==> src/rtl/cache_opr_seq_if.sv <==
// cache_opr_seq_if: request/cancel/completion inputs and enable/status outputs of the cache operation sequencer.
interface cache_opr_seq_if #(
    parameter int NUM_OPR = 8
);
    localparam int SW = $clog2(NUM_OPR) + 1;
    logic               valid;
    logic               abort;
    logic               opr_finished;
    logic [NUM_OPR-1:0] opr_en;
    logic [SW-1:0]      stage;
    logic               busy;
    logic               done;
    logic               timeout_err;
    modport master (
        output valid, abort, opr_finished,
        input  opr_en, stage, busy, done, timeout_err
    );
    modport slave (
        input  valid, abort, opr_finished,
        output opr_en, stage, busy, done, timeout_err
    );
endinterface

==> src/rtl/cache_opr_seq.sv <==
// cache_opr_seq: steps NUM_OPR operation enables one stage every STAGE_CYCLES,
// then waits for opr_finished with an optional timeout; all outputs registered.
module cache_opr_seq #(
    parameter int NUM_OPR      = 8,
    parameter int STAGE_CYCLES = 8,
    parameter int THERMO       = 1,
    parameter int TIMEOUT      = 255
) (
    input  logic            clk,
    input  logic            rstb,
    cache_opr_seq_if.slave  bus
);
    localparam int SW = $clog2(NUM_OPR) + 1;
    localparam int TW = $clog2(STAGE_CYCLES > TIMEOUT ? STAGE_CYCLES : TIMEOUT) + 1;
    localparam logic [TW-1:0] SC_LAST    = TW'(STAGE_CYCLES - 1);
    localparam logic [TW-1:0] TO_LAST    = TW'(TIMEOUT - 1);
    localparam logic [SW-1:0] STAGE_LAST = SW'(NUM_OPR - 1);

    typedef enum logic [1:0] {IDLE, RUN, WAIT_FIN} state_t;

    state_t             state;
    logic [SW-1:0]      stage;
    logic [TW-1:0]      timer;
    logic [NUM_OPR-1:0] opr_en;
    logic               busy, done, timeout_err;
    logic               fin_hit, tmo_hit, to_idle;

    function automatic logic [NUM_OPR-1:0] en_of(input logic [SW-1:0] s);
        for (int i = 0; i < NUM_OPR; i++)
            en_of[i] = (THERMO != 0) ? (i <= int'(s)) : (i == int'(s));
    endfunction

    // Completion beats timeout; abort beats both and suppresses any pulse.
    assign fin_hit = state == WAIT_FIN && bus.opr_finished;
    assign tmo_hit = state == WAIT_FIN && TIMEOUT != 0 && timer == TO_LAST;
    assign to_idle = bus.abort || fin_hit || tmo_hit;

    always_ff @(posedge clk or negedge rstb) begin
        if (!rstb) begin
            state       <= IDLE;
            stage       <= '0;
            timer       <= '0;
            opr_en      <= '0;
            busy        <= 1'b0;
            done        <= 1'b0;
            timeout_err <= 1'b0;
        end else if (to_idle) begin
            state       <= IDLE;
            stage       <= '0;
            timer       <= '0;
            opr_en      <= '0;
            busy        <= 1'b0;
            done        <= !bus.abort && fin_hit;
            timeout_err <= !bus.abort && !fin_hit;
        end else begin
            done        <= 1'b0;
            timeout_err <= 1'b0;
            case (state)
                IDLE: if (bus.valid) begin
                    state  <= RUN;
                    stage  <= '0;
                    timer  <= '0;
                    opr_en <= en_of('0);
                    busy   <= 1'b1;
                end
                RUN: if (timer == SC_LAST) begin
                    timer <= '0;
                    if (stage < STAGE_LAST) begin
                        stage  <= stage + 1'b1;
                        opr_en <= en_of(stage + 1'b1);
                    end else begin
                        state <= WAIT_FIN;
                    end
                end else begin
                    timer <= timer + 1'b1;
                end
                // Saturate rather than wrap when the timeout is disabled.
                WAIT_FIN: timer <= &timer ? timer : timer + 1'b1;
                default: state <= IDLE;
            endcase
        end
    end

    assign bus.opr_en      = opr_en;
    assign bus.stage       = stage;
    assign bus.busy        = busy;
    assign bus.done        = done;
    assign bus.timeout_err = timeout_err;
endmodule

==> src/flat_wrapper.sv <==
// flat-port wrapper written by rule: the top's interface ports become plain ports
module cache_opr_seq_flat 
#(
    parameter int NUM_OPR      = 8,
    parameter int STAGE_CYCLES = 8,
    parameter int THERMO       = 1,
    parameter int TIMEOUT      = 255
)
  (clk, rstb, bus_valid, bus_abort, bus_opr_finished, bus_opr_en, bus_stage, bus_busy, bus_done, bus_timeout_err);
  cache_opr_seq_if #(.NUM_OPR(NUM_OPR)) bus_i ();
  input  logic clk;
  input  logic rstb;
  input wire logic [$bits(bus_i.valid)-1:0] bus_valid;
  input wire logic [$bits(bus_i.abort)-1:0] bus_abort;
  input wire logic [$bits(bus_i.opr_finished)-1:0] bus_opr_finished;
  output wire logic [$bits(bus_i.opr_en)-1:0] bus_opr_en;
  output wire logic [$bits(bus_i.stage)-1:0] bus_stage;
  output wire logic [$bits(bus_i.busy)-1:0] bus_busy;
  output wire logic [$bits(bus_i.done)-1:0] bus_done;
  output wire logic [$bits(bus_i.timeout_err)-1:0] bus_timeout_err;
  assign bus_i.valid = bus_valid;
  assign bus_i.abort = bus_abort;
  assign bus_i.opr_finished = bus_opr_finished;
  assign bus_opr_en = bus_i.opr_en;
  assign bus_stage = bus_i.stage;
  assign bus_busy = bus_i.busy;
  assign bus_done = bus_i.done;
  assign bus_timeout_err = bus_i.timeout_err;
  cache_opr_seq #(.NUM_OPR(NUM_OPR), .STAGE_CYCLES(STAGE_CYCLES), .THERMO(THERMO), .TIMEOUT(TIMEOUT)) u_core (.clk(clk), .rstb(rstb), .bus(bus_i));
endmodule
==> config.mk <==
export PLATFORM = sky130hd
export DESIGN_NAME = cache_opr_seq_flat
export DESIGN_NICKNAME = d
export VERILOG_FILES = /design/src/rtl/cache_opr_seq_if.sv /design/src/rtl/cache_opr_seq.sv /design/src/flat_wrapper.sv
export SDC_FILE = /design/constraint.sdc
export NUM_CORES = 1
export LEC_CHECK = 0
export CAP_MARGIN = 30
export CORE_UTILIZATION = 25
export CTS_CLUSTER_DIAMETER = 80
export DETAILED_ROUTE_END_ITERATION = 8
export PLACE_DENSITY_LB_ADDON = 0.15
export RECOVER_POWER = 25
export SYNTH_ARGS = -nofsm -noshare
export SYNTH_HDL_FRONTEND = slang
export SYNTH_SLANG_ARGS = --single-unit
==> constraint.sdc <==
create_clock -name clk -period 3.3 [get_ports clk]
set_clock_uncertainty 0.2 [all_clocks]
set_input_delay 0.66 -clock clk [delete_from_list [all_inputs] [get_ports clk]]
set_output_delay 0.66 -clock clk [all_outputs]
set_load 0.005 [all_outputs]
; Yosys cells after proc, flatten, opt, wreduce, memory -nomap -nowiden
; Index checks and enable logic that the tools add are counted.
[classes]
n_reduce_logical = 18
n_lt_le_gt_ge = 8
muxes = 25
n_eq_ne = 10
n_addsub = 2
[op_table]
columns = cell, count
row1 = two-way mux 9 bit, 4
row2 = two-way mux 8 bit, 4
row3 = case mux 9 bit (3 select lines), 1
row4 = <= comparator 3 x 4 -> 1 bit (first input constant), 4
row5 = two-way mux 4 bit, 4
row6 = case mux 8 bit (2 select lines), 1
row7 = adder 9 x 1 -> 9 bit (second input constant), 1
row8 = equality test 9 x 3 -> 1 bit (second input constant), 1
row9 = equality test 9 x 8 -> 1 bit (second input constant), 1
row10 = != test 3 x 2 -> 1 bit (second input constant), 3
row11 = AND reduction 9 bit, 1
row12 = <= comparator 2 x 4 -> 1 bit (first input constant), 2
row13 = two-way mux 2 bit, 4
row14 = case mux 4 bit (2 select lines), 1
row15 = AND reduction 4 bit, 2
row16 = != test 3 x 1 -> 1 bit (second input constant), 2
row17 = case mux 2 bit (3 select lines), 1
row18 = two-way mux 1 bit, 5
row19 = adder 4 x 1 -> 4 bit (second input constant), 1
row20 = <= comparator 1 x 4 -> 1 bit (first input constant), 1
row21 = logical AND 1 bit, 4
row22 = < comparator 4 x 3 -> 1 bit (second input constant), 1
row23 = nonzero test 2 bit, 2
row24 = nonzero test 4 bit, 1
row25 = 9 further kinds, 11
[totals]
in_bits = 5
wordCells = 70
out_inout_bits = 15
ff_bits = 26

; Depth between registers and ports, before layout
; Gate-level depths: netlist of the first run.
[logic_depth]
ltp_word = 6
depth_mapped = 9
depth_no_buf = 8

; Worst setup path before layout of the first run
; No wires, ideal clock.
[synth_path]
path_kind = reg-to-reg
start = register u_core.timer[4]
end = register u_core.opr_en[5] (netlist: u_core.bus.opr_en[5])
setup_time_ns = 0.078
n_path_buf = 1
slack_ns = 0.686
synth_period_minus_slack_ns = 2.614
stages_incl_launch_ff = 7
arrival_time_ns = 2.336
t_required_ns = 3.022
cell_sequence = dfrtp_1 or4_1 o31a_1 or3_1 buf_2 or4_1 a21oi_1
[synth_via]
elab_chain_len = 5
elab_cells_between_ends = 10
cone_classes = 5 x eq/ne / 1 x mux / 4 x reduce/logical
[synth_rtl]
columns = element, line
row1 = start: declaration, cache_opr_seq.sv:23  ; logic [TW-1:0] timer;
row2 = start signal: assignment, cache_opr_seq.sv:75  ; timer <= timer + 1'b1;
row3 = start signal: assignment, cache_opr_seq.sv:78  ; WAIT_FIN: timer <= &timer ? timer : timer + 1'b1;
row4 = equality test 9 x 8 -> 1 bit, cache_opr_seq.sv:35  ; assign tmo_hit = state == WAIT_FIN && TIMEOUT != 0 && timer == TO_LAST;
row5 = logical AND 1 bit, cache_opr_seq.sv:35
row6 = logical OR 1 bit, cache_opr_seq.sv:36  ; assign to_idle = bus.abort || fin_hit || tmo_hit;
row7 = "!= test 3 x 1 -> 1 bit (no source line), or another cell as far along", -
row8 = AND reduction 4 bit (no source line), -
row9 = end signal: assignment, cache_opr_seq.sv:63  ; opr_en <= en_of('0);
row10 = end signal: assignment, cache_opr_seq.sv:70  ; opr_en <= en_of(stage + 1'b1);
row11 = end: declaration, cache_opr_seq.sv:24  ; logic [NUM_OPR-1:0] opr_en;
; Parallel ways exist; a longest one is shown, timed or not.
; A chain may end at the register's enable or synchronous reset.

; Worst setup path after layout of the first run
; Ends and elaborated chain as after synthesis.

==> results of run 1 <==
## cell type report
type	instances	area share [%]
Multi-Input combinational cell	136	45.6
Sequential cell	26	33.8
Timing Repair Buffer	23	11.2
Tap cell	75	4.87
Inverter	12	2.34
Clock buffer	3	2.14
## layout by cell type (no fill, tap or decap), types with 2 or more instances in the layout
master,n
o31ai_1,8
o21ai_0,2
nand2b_1,2
nor2_1,12
or4_1,3
nor3_1,7
clkdlybuf4s50_1,18
a21oi_1,6
o2bb2a_1,5
nand3_1,12
or2_2,3
or3_1,4
nand2_1,27
xnor2_1,2
a31oi_1,8
dfrtp_1,26
a211oi_1,2
inv_1,12
ha_1,11
buf_4,3
clkbuf_8,3
## worst max-delay path: stages (launching register included)
cell and delay (ns):
dfrtp_1 0.43, or4_1 0.56, o31a_1 0.39, or3_1 0.47
or4_1 0.53, a21oi_1 0.13
## registers in the layout, summed over array words and instances, names as in the netlist
signal / cells
u_core.timer: 9
u_core.bus.opr_en: 8
u_core.bus.stage: 4
u_core.state: 2
u_core.bus.busy: 1
u_core.bus.done: 1
u_core.bus.timeout_err: 1
## routing by layer
| metal | share of wire, % | up-vias | wire, um | track usage, % |
|---|---|---|---|---|
| li1 | - | 700 | - | - |
| met3 | 4.4 | 6 | 177 | 1.76 |
| met4 | 1.5 | 0 | 59 | 5.44 |
| met5 | 0 | - | 0 | 0 |
| met2 | 44 | 35 | 1750 | 19.7 |
| met1 | 50 | 669 | 2020 | 20.0 |
## worst max path at each step
stage / start / end / slack, ns / cells past startpoint
2_1_floorplan: u_core.timer[4] / u_core.bus.opr_en[5] / 0.69 / 6
3_3_place_gp: u_core.timer[4] / u_core.bus.opr_en[5] / 0.54 / 5
3_5_place_dp: u_core.timer[4] / u_core.bus.opr_en[5] / 0.49 / 5
4_1_cts: u_core.timer[4] / u_core.bus.opr_en[5] / 0.49 / 5
5_1_grt: u_core.timer[4] / u_core.bus.opr_en[5] / 0.41 / 5
6_report: u_core.timer[4] / u_core.bus.opr_en[5] / 0.50 / 5
## stage by stage
| stage | util, % | total power [mW] | instances |
|---|---|---|---|
| 2_1_floorplan | - | 0.524 | 185 |
| 3_3_place_gp | 31.2 | 0.623 | 272 |
| 3_5_place_dp | 31.2 | 0.619 | 272 |
| 4_1_cts | 31.8 | 0.809 | 275 |
| 5_1_grt | 31.8 | 0.846 | 275 |
| 6_report | 31.8 | 0.800 | 275 |
## logic make-up (layout without fill, tap and decap cells)
kind of cell / count (synthesis) / count (layout) / synth area share [%]
DFF: 26 / 26 / 40.2
adders and majority gates: 11 / 11 / 8.51
AOI/OAI and AO/OA: 44 / 44 / 20.6
buffers and inverters: 23 / 38 / 5.42
and+or+nand+nor: 77 / 77 / 23.0
xor gates and xnor gates: 3 / 3 / 1.63
muxes: 1 / 1 / 0.619
## power by group through the flow
stage | sequential (mW) | combinational [mW] | clock [mW]
final | 0.353 | 0.257 | 0.189
after global placement | 0.359 | 0.264 | 0
after global routing | 0.356 | 0.288 | 0.203
after CTS | 0.353 | 0.260 | 0.196
after detailed placement | 0.359 | 0.259 | 0
after floorplan | 0.358 | 0.166 | 0
==> impl_metrics.tcl, run 1 <==
set metrics [dict create \
    antenna_found_initial 0 \
    ys_warn_count 0 \
    seqCellArea_um2 651 \
    synth_edf_count 0 \
    yosysMostFrequentCell "nand2_1" \
    period_share_pct 84.9 \
    comb_power_share_pct 32.2 \
    p_sw_share_pct 34.9 \
    std_cell_rows 28 \
    pwr-share-seq_pct 44.1 \
    rsz0062_at_grt "false" \
    worst_slack_ns 0.498 \
    powerDensity_mw_per_mm2 415 \
    area_growth_pct 19.1 \
    syn_area_per_cell_um2 8.74 \
    violations "max-capacitance violations" \
    viasPerCell 5.13 \
    coreArea_mm2 0.00606 \
    synthTopCellsByArea "dfrtp_1, ha_1, nand2_1" \
    drc 0 \
    hold_violations 0 \
    worst_slew_pin_slew_ns 1.50 \
    min_to "u_core.bus.busy" \
    synthCells 185 \
    intPower_mw 0.520 \
    timing.fmax_mhz 357 \
    ys.flop_type "dfrtp_1" \
    layout-drive-gt1-share_pct 4.50 \
    grt_pass1_wl_um 6820 \
    clk_pin_slew_ns 0.10 \
    syn_nets 201 \
    async_reset_ff_share_pct 100 \
    finalWirelength_um 4010 \
    power.switching_mw 0.279 \
    die_x_um 82.4 \
    grt_max_degree 27 \
    setup_viol 0 \
    yosysTopAreaCellShare_pct 40.2 \
    vias 1410 \
    period_needed_ns 2.80 \
    dp_hpwl_um 2860 \
    first_pass_iters 4 \
    portBuffers 19 \
    cap_violations 1 \
    whs_path_depth 2 \
    slew-limit-headroom_pct 0.0568 \
    ff2ff_path_depth 5 \
    place_area_mm2 0.00189 \
    finalSetupTns_ns 0 \
    postLayoutCellArea_mm2 0.00193 \
    cp_max_fo 8 \
    h-tree-depth 1 \
    path_class "flop to flop" \
    ir_worst_vdd_mv 0.189 \
    numCtsBuffers 3 \
    grt_use_total_pct 13.5 \
    dieArea_mm2 0.00679 \
    fill_cells 654 \
    worstReg2RegEnd "u_core.bus.opr_en[5]" \
    cts_tree "built" \
    ant_nets 0 \
    ys_ff_latch 26 \
    outcome "complete, but fails checks" \
    ios 20 \
    drv_slew 0 \
    min_path_type "flop to flop" \
    start_util_pct 26.7 \
    drtIter0Drc 134 \
    clk_root_buffer_cell "clkbuf_8" \
    p_leak_nw 0.779 \
    detail_route.wl_per_cell_um 14.6 \
    crit_required_ns 3.28 \
    yosys.area.top_type "dfrtp_1" \
    r2r_setup_slack_ns 0.50 \
    nets 218 \
    grt_pass1_vias 1368 \
    die_h_um 82.4 \
    ys_seq_area_share_pct 40.2 \
    yosysUniqueCellTypes 42 \
    clock_power_share_pct 23.7 \
    grt-ovfl-total 0 \
    r2r-start "u_core.timer[4]" \
    yosys-top-cells-count "nand2_1, dfrtp_1, inv_1, nand3_1, nor2_1" \
    insertion_delay_ns 0.27 \
    dp_slack_ns 0.493 \
    crit_arrival_ns 2.79 \
    cts_hold_buffers 0 \
    gp_congestion 0.790 \
    syn_area_mm2 0.00162 \
    clockBufferDepth 2 \
    clock-sinks 26 \
    hold_slack_ns 0.311 \
    antenna_cells 0 \
    endpoint_kind "flop" \
    hold_start "u_core.bus.busy" \
    post_cts_buffers 0 \
    start_kind "flop" \
    multiInputGateArea_um2 878 \
    cts-resized-gates 0 \
]
Note: power is estimated with default switching activity, not from simulation.
==> inputs of run 2 (changes only) <==
Clock period 3.3 ns to 2.6 ns, I/O delays scaled along.
==> run 2 against run 1 <==
The run ends with max-capacitance violations, max-slew violations left. Highest routed layer unchanged. Critical endpoint unchanged. Register-to-register slack lost 0.39 ns. Clock power up 25%. Cell count increased by 5.1%. Clock-buffer cell count is the same. Routed wire length up 3.4%. First-iteration DRC count decreased by 18%.
==> impl_metrics.tcl, run 2 (synthesized netlist as in run 1, its figures left out) <==
set metrics [dict create \
    drtIter0Drc 110 \
    slew-limit-headroom_pct -0.0599 \
    start_kind "flop" \
    cts_hold_buffers 0 \
    period_share_pct 95.8 \
    r2r-start "u_core.timer[5]" \
    finalWirelength_um 4150 \
    r2r_setup_slack_ns 0.11 \
    dp_hpwl_um 3010 \
    drc 0 \
    period_needed_ns 2.49 \
    powerDensity_mw_per_mm2 518 \
    clk_root_buffer_cell "clkbuf_8" \
    antenna_found_initial 0 \
    worst_slew_pin_slew_ns 1.50 \
    layout-drive-gt1-share_pct 10.7 \
    first_pass_iters 4 \
    clockBufferDepth 2 \
    gp_congestion 0.786 \
    drv_slew 26 \
    dp_cells 285 \
    setup_viol 0 \
    ff2ff_path_depth 5 \
    min_to "u_core.timer[5]" \
    hold_violations 0 \
    violations "max-capacitance violations, max-slew violations" \
    start_util_pct 26.7 \
    die_h_um 82.4 \
    cts_tree "built" \
    layout_commonest_cell "nand2_1" \
    numCtsBuffers 3 \
    insertion_delay_ns 0.27 \
    vias 1425 \
    finalSetupTns_ns 0 \
    grt_use_total_pct 14.2 \
    p_leak_nw 0.852 \
    finalNonFillerCells 289 \
    endpoint_kind "flop" \
    cts-resized-gates 0 \
    dieArea_mm2 0.00679 \
    ant_nets 0 \
    antenna_cells 0 \
    crit_arrival_ns 2.50 \
    timing.fmax_mhz 401 \
    cp_max_fo 4 \
    final_cell_mix "nand2_1, dfrtp_1, clkdlybuf4s50_1" \
    whs_path_depth 1 \
    grt_pass1_vias 1472 \
    min_path_type "flop to flop" \
    detail_route.wl_per_cell_um 14.3 \
    fill_cells 665 \
    crit_required_ns 2.60 \
    coreArea_mm2 0.00606 \
    nets 232 \
    ios 20 \
    area_growth_pct 25.6 \
    outcome "complete, but fails checks" \
    std_cell_rows 28 \
    die_x_um 82.4 \
    cap_violations 1 \
    worstReg2RegEnd "u_core.bus.opr_en[5]" \
    clock-sinks 26 \
    grt-ovfl-total 0 \
    portBuffers 19 \
    rsz0062_at_grt "false" \
    grt_max_degree 27 \
    viasPerCell 4.93 \
    hold_start "u_core.timer[5]" \
    ir_worst_vdd_mv 0.247 \
    largest_reg_flops 9 \
    largest-register "u_core.timer" \
    grt_pass1_wl_um 7340 \
    clk_pin_slew_ns 0.10 \
    reg_top3 "u_core.timer (9), u_core.bus.opr_en (8), u_core.bus.stage (4)" \
    h-tree-depth 1 \
    path_class "flop to flop" \
]
==> run 2: cell count changes in the layout (fill, tap and decap cells not counted), sizes merged <==
cell	change
buf	+14
clkdlybuf4s50	+1
dlygate4sd3	-1
==> run 2: worst max-delay path by stage <==
stage | to | startpoint | slack (ns)
6_report | u_core.bus.opr_en[5] | u_core.timer[5] | 0.11
3_3_place_gp | u_core.timer[5] | bus_valid | 0.09
4_1_cts | u_core.bus.opr_en[5] | u_core.timer[5] | 0.08
2_1_floorplan | u_core.bus.opr_en[5] | u_core.timer[4] | 0.03
5_1_grt | u_core.bus.opr_en[5] | u_core.timer[5] | 0.004
3_5_place_dp | u_core.timer[5] | bus_valid | 0.06
==> run 2: critical path, stage by stage (launching register included) <==
cell     delay [ns]
dfrtp_1        0.41
or4_1          0.55
o31a_1         0.28
or3_1          0.35
or4_1          0.51
a21oi_1        0.13
==> run 2: per-layer routing <==
metal  up-vias  part of all wire (%)  global-route usage (%)
met5         -                     0                       0
met4         0                   1.0                    5.09
met3         2                   3.0                    1.98
met2        21                    42                    20.9
met1       679                    54                    21.0
li1        723                     -                       -
==> run 2: report_power, final <==
part,internal (mW),total (mW),switching [mW],leakage (nW)
sequential,0.427,0.446,0.0191,0.359
clock,0.104,0.236,0.132,0.0216
combinational,0.164,0.370,0.205,0.471
total,0.696,1.05,0.356,0.852
==> run 2: layout make-up <==
cell class / count / area (um2) / share of cell area [%]
Sequential cell: 26 / 651 / 32.0
Tap cell: 75 / 93.8 / 4.62
Timing Repair Buffer: 37 / 322 / 15.8
Clock buffer: 3 / 41.3 / 2.03
Multi-Input combinational cell: 136 / 878 / 43.3
Inverter: 12 / 45.0 / 2.22
==> run 2: through the flow <==
step / total power [mW] / worst slack, ns / area (um2) / hold WS, ns / util [%]
final: 1.05 / 0.108 / 2030 / 0.308 / 33.5
after global routing: 1.13 / 0.00419 / 2030 / 0.345 / 33.5
after CTS: 1.06 / 0.0787 / 2030 / 0.324 / 33.4
after detailed placement: 0.826 / 0.0594 / 1990 / 0.292 / 32.8
after global placement: 0.829 / 0.0870 / 1990 / 0.302 / 32.8
after floorplan: 0.665 / 0.0251 / 1620 / 0.0244 / -
==> run 2: what timing repair did <==
action | in CTS | in global routing
buffers inserted | 0 | 1
endpoints found under the setup margin | 0 | 1
hold endpoints to repair | 0 | 0
==> inputs of run 3 (changes only) <==
Clock period 2.6 ns to 2.55 ns, I/O delays scaled along.
==> run 3 against run 2 <==
Largest cell class unchanged. The run now ends clean. Cell count up 0.35%. Routed wire length down 1.9%. Critical path depth unchanged. Fmax up 2.2%. Largest power group unchanged. Sequential share of layout area down 0.41 points. Critical path type unchanged. Register-to-register slack about the same. Flip-flop and latch count unchanged. Core utilization up 0.43 points. Total power up 2.8%.
==> impl_metrics.tcl, run 3 (synthesized netlist as in run 1, its figures left out) <==
set metrics [dict create \
    outcome "completed" \
    ff2ff_path_depth 5 \
    antenna_cells 0 \
    worst_slew_pin_slew_ns 0.722 \
    powerDensity_mw_per_mm2 526 \
    ant_nets 0 \
    path_cells "or4_1 -> o31a_1 -> or3_4 -> or4_4 -> a21oi_2" \
    vias 1437 \
    cp_max_fo 4 \
    reg_top3 "u_core.timer (9), u_core.bus.opr_en (8), u_core.bus.stage (4)" \
    crit_required_ns 2.55 \
    setup_viol 0 \
    path_class "flop to flop" \
    fill_cells 632 \
    p_sw_share_pct 33.9 \
    finalWirelength_um 4070 \
    multiInputGateArea_um2 896 \
    portBuffers 19 \
    coreArea_mm2 0.00606 \
    die_x_um 82.4 \
    hold_start "u_core.bus.busy" \
    r2r_setup_slack_ns 0.11 \
    antenna_found_initial 0 \
    seqCellArea_um2 651 \
    hold_violations 0 \
    layout-drive-gt1-share_pct 13.5 \
    grt-ovfl-total 0 \
    slew-limit-headroom_pct 51.9 \
    whs_path_depth 2 \
    endpoint_kind "flop" \
    largest_reg_flops 9 \
    grt_pass1_vias 1409 \
    cts_tree "built" \
    start_util_pct 26.7 \
    cpPeakStageDelay_ns 0.54 \
    p_leak_nw 0.863 \
    power.switching_mw 0.366 \
    area_growth_pct 27.2 \
    critical_path.slowest_cell "or4_1" \
    timing.fmax_mhz 410 \
    std_cell_rows 28 \
    numCtsBuffers 3 \
    dp_hpwl_um 2920 \
    rsz0062_at_grt "false" \
    drv_slew 0 \
    critPathBufInv 0 \
    comb_power_share_pct 36.2 \
    ios 20 \
    r2r-start "u_core.timer[6]" \
    intPower_mw 0.715 \
    grt_use_total_pct 13.2 \
    clock-sinks 26 \
    final_util_pct 33.9 \
    worstReg2RegEnd "u_core.bus.opr_en[5]" \
    final_cell_mix "nand2_1, dfrtp_1, clkdlybuf4s50_1, buf_4" \
    gp_congestion 0.740 \
    crit_arrival_ns 2.44 \
    dieArea_mm2 0.00679 \
    viasPerCell 4.96 \
    clk_root_buffer_cell "clkbuf_8" \
    insertion_delay_ns 0.27 \
    grt_max_degree 27 \
    p_total_mw 1.08 \
    postLayoutCellArea_mm2 0.00206 \
    cp_top_family "simple AND/OR/NAND/NOR gates" \
    nets 233 \
    first_pass_iters 4 \
    period_needed_ns 2.44 \
    finalSetupTns_ns 0 \
    place_area_mm2 0.00200 \
    detail_route.wl_per_cell_um 14.0 \
    pwr-share-seq_pct 41.9 \
    h-tree-depth 1 \
    drc 0 \
    ir_worst_vdd_mv 0.219 \
    post_cts_buffers 0 \
    period_share_pct 95.7 \
    drtIter0Drc 55 \
    min_to "u_core.bus.busy" \
    min_path_type "flop to flop" \
    largest-register "u_core.timer" \
    start_kind "flop" \
    layout_commonest_cell "nand2_1" \
    cap_violations 0 \
    clock_power_share_pct 21.9 \
    grt_pass1_wl_um 6850 \
    clk_pin_slew_ns 0.09 \
    clockBufferDepth 2 \
    die_h_um 82.4 \
]
-- run 3: worst max path at each step --
stage,from,to,depth (start not counted)
6_report,u_core.timer[6],u_core.bus.opr_en[5],5
5_1_grt,u_core.timer[6],u_core.bus.opr_en[5],5
4_1_cts,u_core.timer[6],u_core.bus.stage[3],5
3_5_place_dp,u_core.timer[6],u_core.bus.opr_en[5],5
3_3_place_gp,u_core.timer[6],u_core.bus.opr_en[5],5
2_1_floorplan,u_core.timer[6],u_core.bus.stage[3],6
-- run 3: cell type report --
| class | instances | area share, % |
|---|---|---|
| inverters | 12 | 2.19 |
| well taps | 75 | 4.56 |
| repair buffers | 38 | 16.1 |
| flip-flops and latches | 26 | 31.6 |
| clock buffers | 3 | 2.01 |
| multi-input cells | 136 | 43.6 |
-- run 3: routing by layer --
layer	vias up	wire (um)	global-route usage (%)
li1	730	-	-
met2	16	1770	20.7
met5	-	0	0
met4	0	16	2.11
met3	2	79	2.64
met1	689	2200	19.0
-- run 3: through the flow --
stage / std cells / worst slack (ns) / hold WS [ns]
2_1_floorplan: 185 / 0.0175 / 0.0144
3_3_place_gp: 287 / 0.0659 / 0.309
3_5_place_dp: 287 / 0.0669 / 0.313
4_1_cts: 290 / 0.0113 / 0.336
5_1_grt: 290 / 0.0164 / 0.345
6_report: 290 / 0.111 / 0.324
-- run 3: what timing repair did --
item                       CTS  global route
gates resized for setup      0             4
hold buffers                 0             0
setup endpoints to repair    0             2
-- run 3: tightest hold or removal path, cell delays in order (launching register included) --
cell,delay (ns)
dfrtp_1,0.37
a21oi_1,0.05
nor2_1,0.07
-- run 3: power by group through the flow --
| stage | registers [mW] | clock network, mW | logic, mW |
|---|---|---|---|
| after CTS | 0.454 | 0.258 | 0.385 |
| after floorplan | 0.463 | 0 | 0.225 |
| after global routing | 0.457 | 0.266 | 0.434 |
| final | 0.454 | 0.237 | 0.391 |
| after detailed placement | 0.462 | 0 | 0.382 |
| after global placement | 0.462 | 0 | 0.389 |
==> variant (settings of run 3) <==
`NUM_OPR` is set to 8 in 3 places; all go to 16.
--- a/src/rtl/cache_opr_seq_if.sv
+++ b/src/rtl/cache_opr_seq_if.sv
@@ -1,6 +1,6 @@
 // cache_opr_seq_if: request/cancel/completion inputs and enable/status outputs of the cache operation sequencer.
 interface cache_opr_seq_if #(
-    parameter int NUM_OPR = 8
+    parameter int NUM_OPR = 16
 );
     localparam int SW = $clog2(NUM_OPR) + 1;
     logic               valid;
--- a/src/rtl/cache_opr_seq.sv
+++ b/src/rtl/cache_opr_seq.sv
@@ -1,7 +1,7 @@
 // cache_opr_seq: steps NUM_OPR operation enables one stage every STAGE_CYCLES,
 // then waits for opr_finished with an optional timeout; all outputs registered.
 module cache_opr_seq #(
-    parameter int NUM_OPR      = 8,
+    parameter int NUM_OPR      = 16,
     parameter int STAGE_CYCLES = 8,
     parameter int THERMO       = 1,
     parameter int TIMEOUT      = 255
--- a/src/flat_wrapper.sv
+++ b/src/flat_wrapper.sv
@@ -1,7 +1,7 @@
 // flat-port wrapper written by rule: the top's interface ports become plain ports
 module cache_opr_seq_flat 
 #(
-    parameter int NUM_OPR      = 8,
+    parameter int NUM_OPR      = 16,
     parameter int STAGE_CYCLES = 8,
     parameter int THERMO       = 1,
     parameter int TIMEOUT      = 255
Interface: changed (resized bus_opr_en and bus_stage); port bits go from 20 to 29. No check against the original RTL was run, so the function may have changed too.
==> variant against run 3 <==
Hold slack got worse by 0.19 ns. Global-route usage down 0.11 points. Non-clock buffer count rose by 6. Critical path depth increased by 4. Setup slack gained 0.053 ns. Maximum frequency increased by 2.2%. Cell area up 28%. Sequential cell count up 9. Area after synthesis rose by 25%. Routed wire length increased by 27%. Power up 50%. Critical path type unchanged. Largest power group unchanged.
==> variant: results (changes against run 3) <==
status completed; HP Class in -> async; CP max FO 6 (+2); synthesized-area fraction occupied by adder cells 6.79% (-1.7 points); Setup TNS 0 ns (unchanged); Synth Warn # 0 (unchanged); leak pwr 1.12 nW (+30%); Max Root-Sink Buffers 2 (unchanged); layout cells sized above 1 14.1% (+0.57 points); reg-to-reg endpoint u_core.timer[7]; Reg clk slew, reported paths 0.08 ns; Root Buffer clkbuf_8; number of CTS-inserted buffers 5 (+2); Worst slew margin 39.6% (-12 points); Syn Nets 230 (+14%); R2R cell count 9 (+4); GRT met3 Usage 3.32% (+0.68 points); XOR/XNOR Fraction of Synth Area 1.73% (+0.10 points); Worst-Skew Late Latency 0.29 ns (+0.02 ns); M2 GR Usage 19.7% (-0.95 points); Vias 1696 (+18%); number of H-tree levels 2 (+1); commonest cells in the netlist 35 x dfrtp_1, 23 x nor2_1, 18 x o21ai_0; Worst path top cell family by delay simple AND/OR/NAND/NOR gates; mux contribution to synthesized area 0.556% (-0.063 points); critical path launch point u_core.timer[1]; antenna violations before repair 0 (unchanged); Antenna Nets Post-Route 0 (unchanged); Total GRT Usage 13.1% (-0.11 points); Critical Path AT 2.41 ns (-0.03 ns); compound-gate portion of the synthesized area 24.6% (+4.1 points); post-synth cell types 48 (+14%); crit path kind reg -> reg; reg2reg setup slack 0.16 ns (+0.05 ns); IO buf count 28 (+9); Max VDD drop 0.246 mV (+12%); met1 Resource Use GR 18.1% (-0.88 points); first-pass GRT wire length 8590 µm (+25%); synth top area cells dfrtp_1 43%, ha_1 6.8%, o21ai_0 4.4%; DRT iter0 DRCs 75 (+36%); drt pass-1 iters 4 (unchanged); largest registers u_core.bus.opr_en (16), u_core.timer (9), u_core.bus.stage (5); Final nets 271 (+16%); register area share after synthesis 43.2% (+3.0 points); Largest stage delay, worst path 0.51 ns (-0.03 ns); final wirelength 5170 µm (+27%); routability congestion estimate 0.765 (+3.4%); Detailed Place HPWL 3670 µm (+26%); largest net degree at the start of global routing 36 (+33%)
variant: cell types whose count changed after synthesis, moves of 8 or more:
cell       change
o2bb2ai_1      +9
a21oi_1       +10
dfrtp_1        +9
nor2_1        +11
o21ai_0       +16
nand2_1       -14
o31ai_1        -8
variant: timing repair:
item	in CTS	in global routing
resized for setup	0	1
hold endpoints to repair	0	0
endpoints found under the setup margin	0	2
variant: per-stage QoR:
stage | std cells | area (µm²) | power [mW] | utilization, % | setup WS, ns
finish | 358 | 2640 | 1.63 | 33.9 | 0.164
global route | 358 | 2640 | 1.73 | 33.9 | 0.0386
CTS | 358 | 2640 | 1.64 | 33.9 | 0.127
detailed placement | 350 | 2520 | 1.09 | 32.4 | 0.0537
global placement | 350 | 2520 | 1.10 | 32.4 | 0.0812
floorplan | 214 | 2030 | 0.894 | - | 0.100
variant: worst register-to-register path, cell delays in order (launching register included):
cell      delay, ns
dfrtp_1        0.43
ha_1           0.24
nand3_1        0.10
nor2b_1        0.06
ha_1           0.18
nand2_1        0.06
o311ai_1       0.11
or2_4          0.30
or4_1          0.51
a21oi_1        0.13
variant: report_power, final:
part	switching, mW	internal [mW]	total, mW
clock	0.228	0.317	0.545
combinational	0.289	0.197	0.487
sequential	0.0168	0.579	0.595
total	0.534	1.09	1.63
variant: logic make-up after synthesis:
family                   Yosys count
multiplexers                       1
AND/OR/NAND/NOR                   74
AO/OA/AOI/OAI                     71
XOR/XNOR                           4
buffers and inverters             18
adder cells (fa/ha/maj)           11
flip-flops                        35
variant: cell type report:
type                       instances  area (µm²)
timing repair buffer              44         408
tap                              102         128
multi-input combinational        161        1080
clock inverter                     2        35.0
clock buffer                       6        82.6
fill                             825        5130
sequential                        35         876
inverter                           8        30.0
variant: routing by layer:
layer  routed length (µm)  share of wire (%)
met1                 2680                 52
met2                 2240                 43
met3                  170                3.3
met4                   74                1.4
met5                    0                  0
variant: worst min path at each step:
stage | start | end | slack [ns] | cells after the start
floorplan | rstb | u_core.bus.busy | 0.01 | 0
global placement | u_core.bus.opr_en[3] | u_core.bus.opr_en[3] | 0.28 | 1
detailed placement | u_core.bus.opr_en[4] | u_core.bus.opr_en[4] | 0.28 | 1
CTS | rstb | u_core.bus.opr_en[4] | 0.14 | 1
global route | rstb | u_core.bus.opr_en[4] | 0.21 | 1
finish | rstb | u_core.bus.opr_en[4] | 0.13 | 1
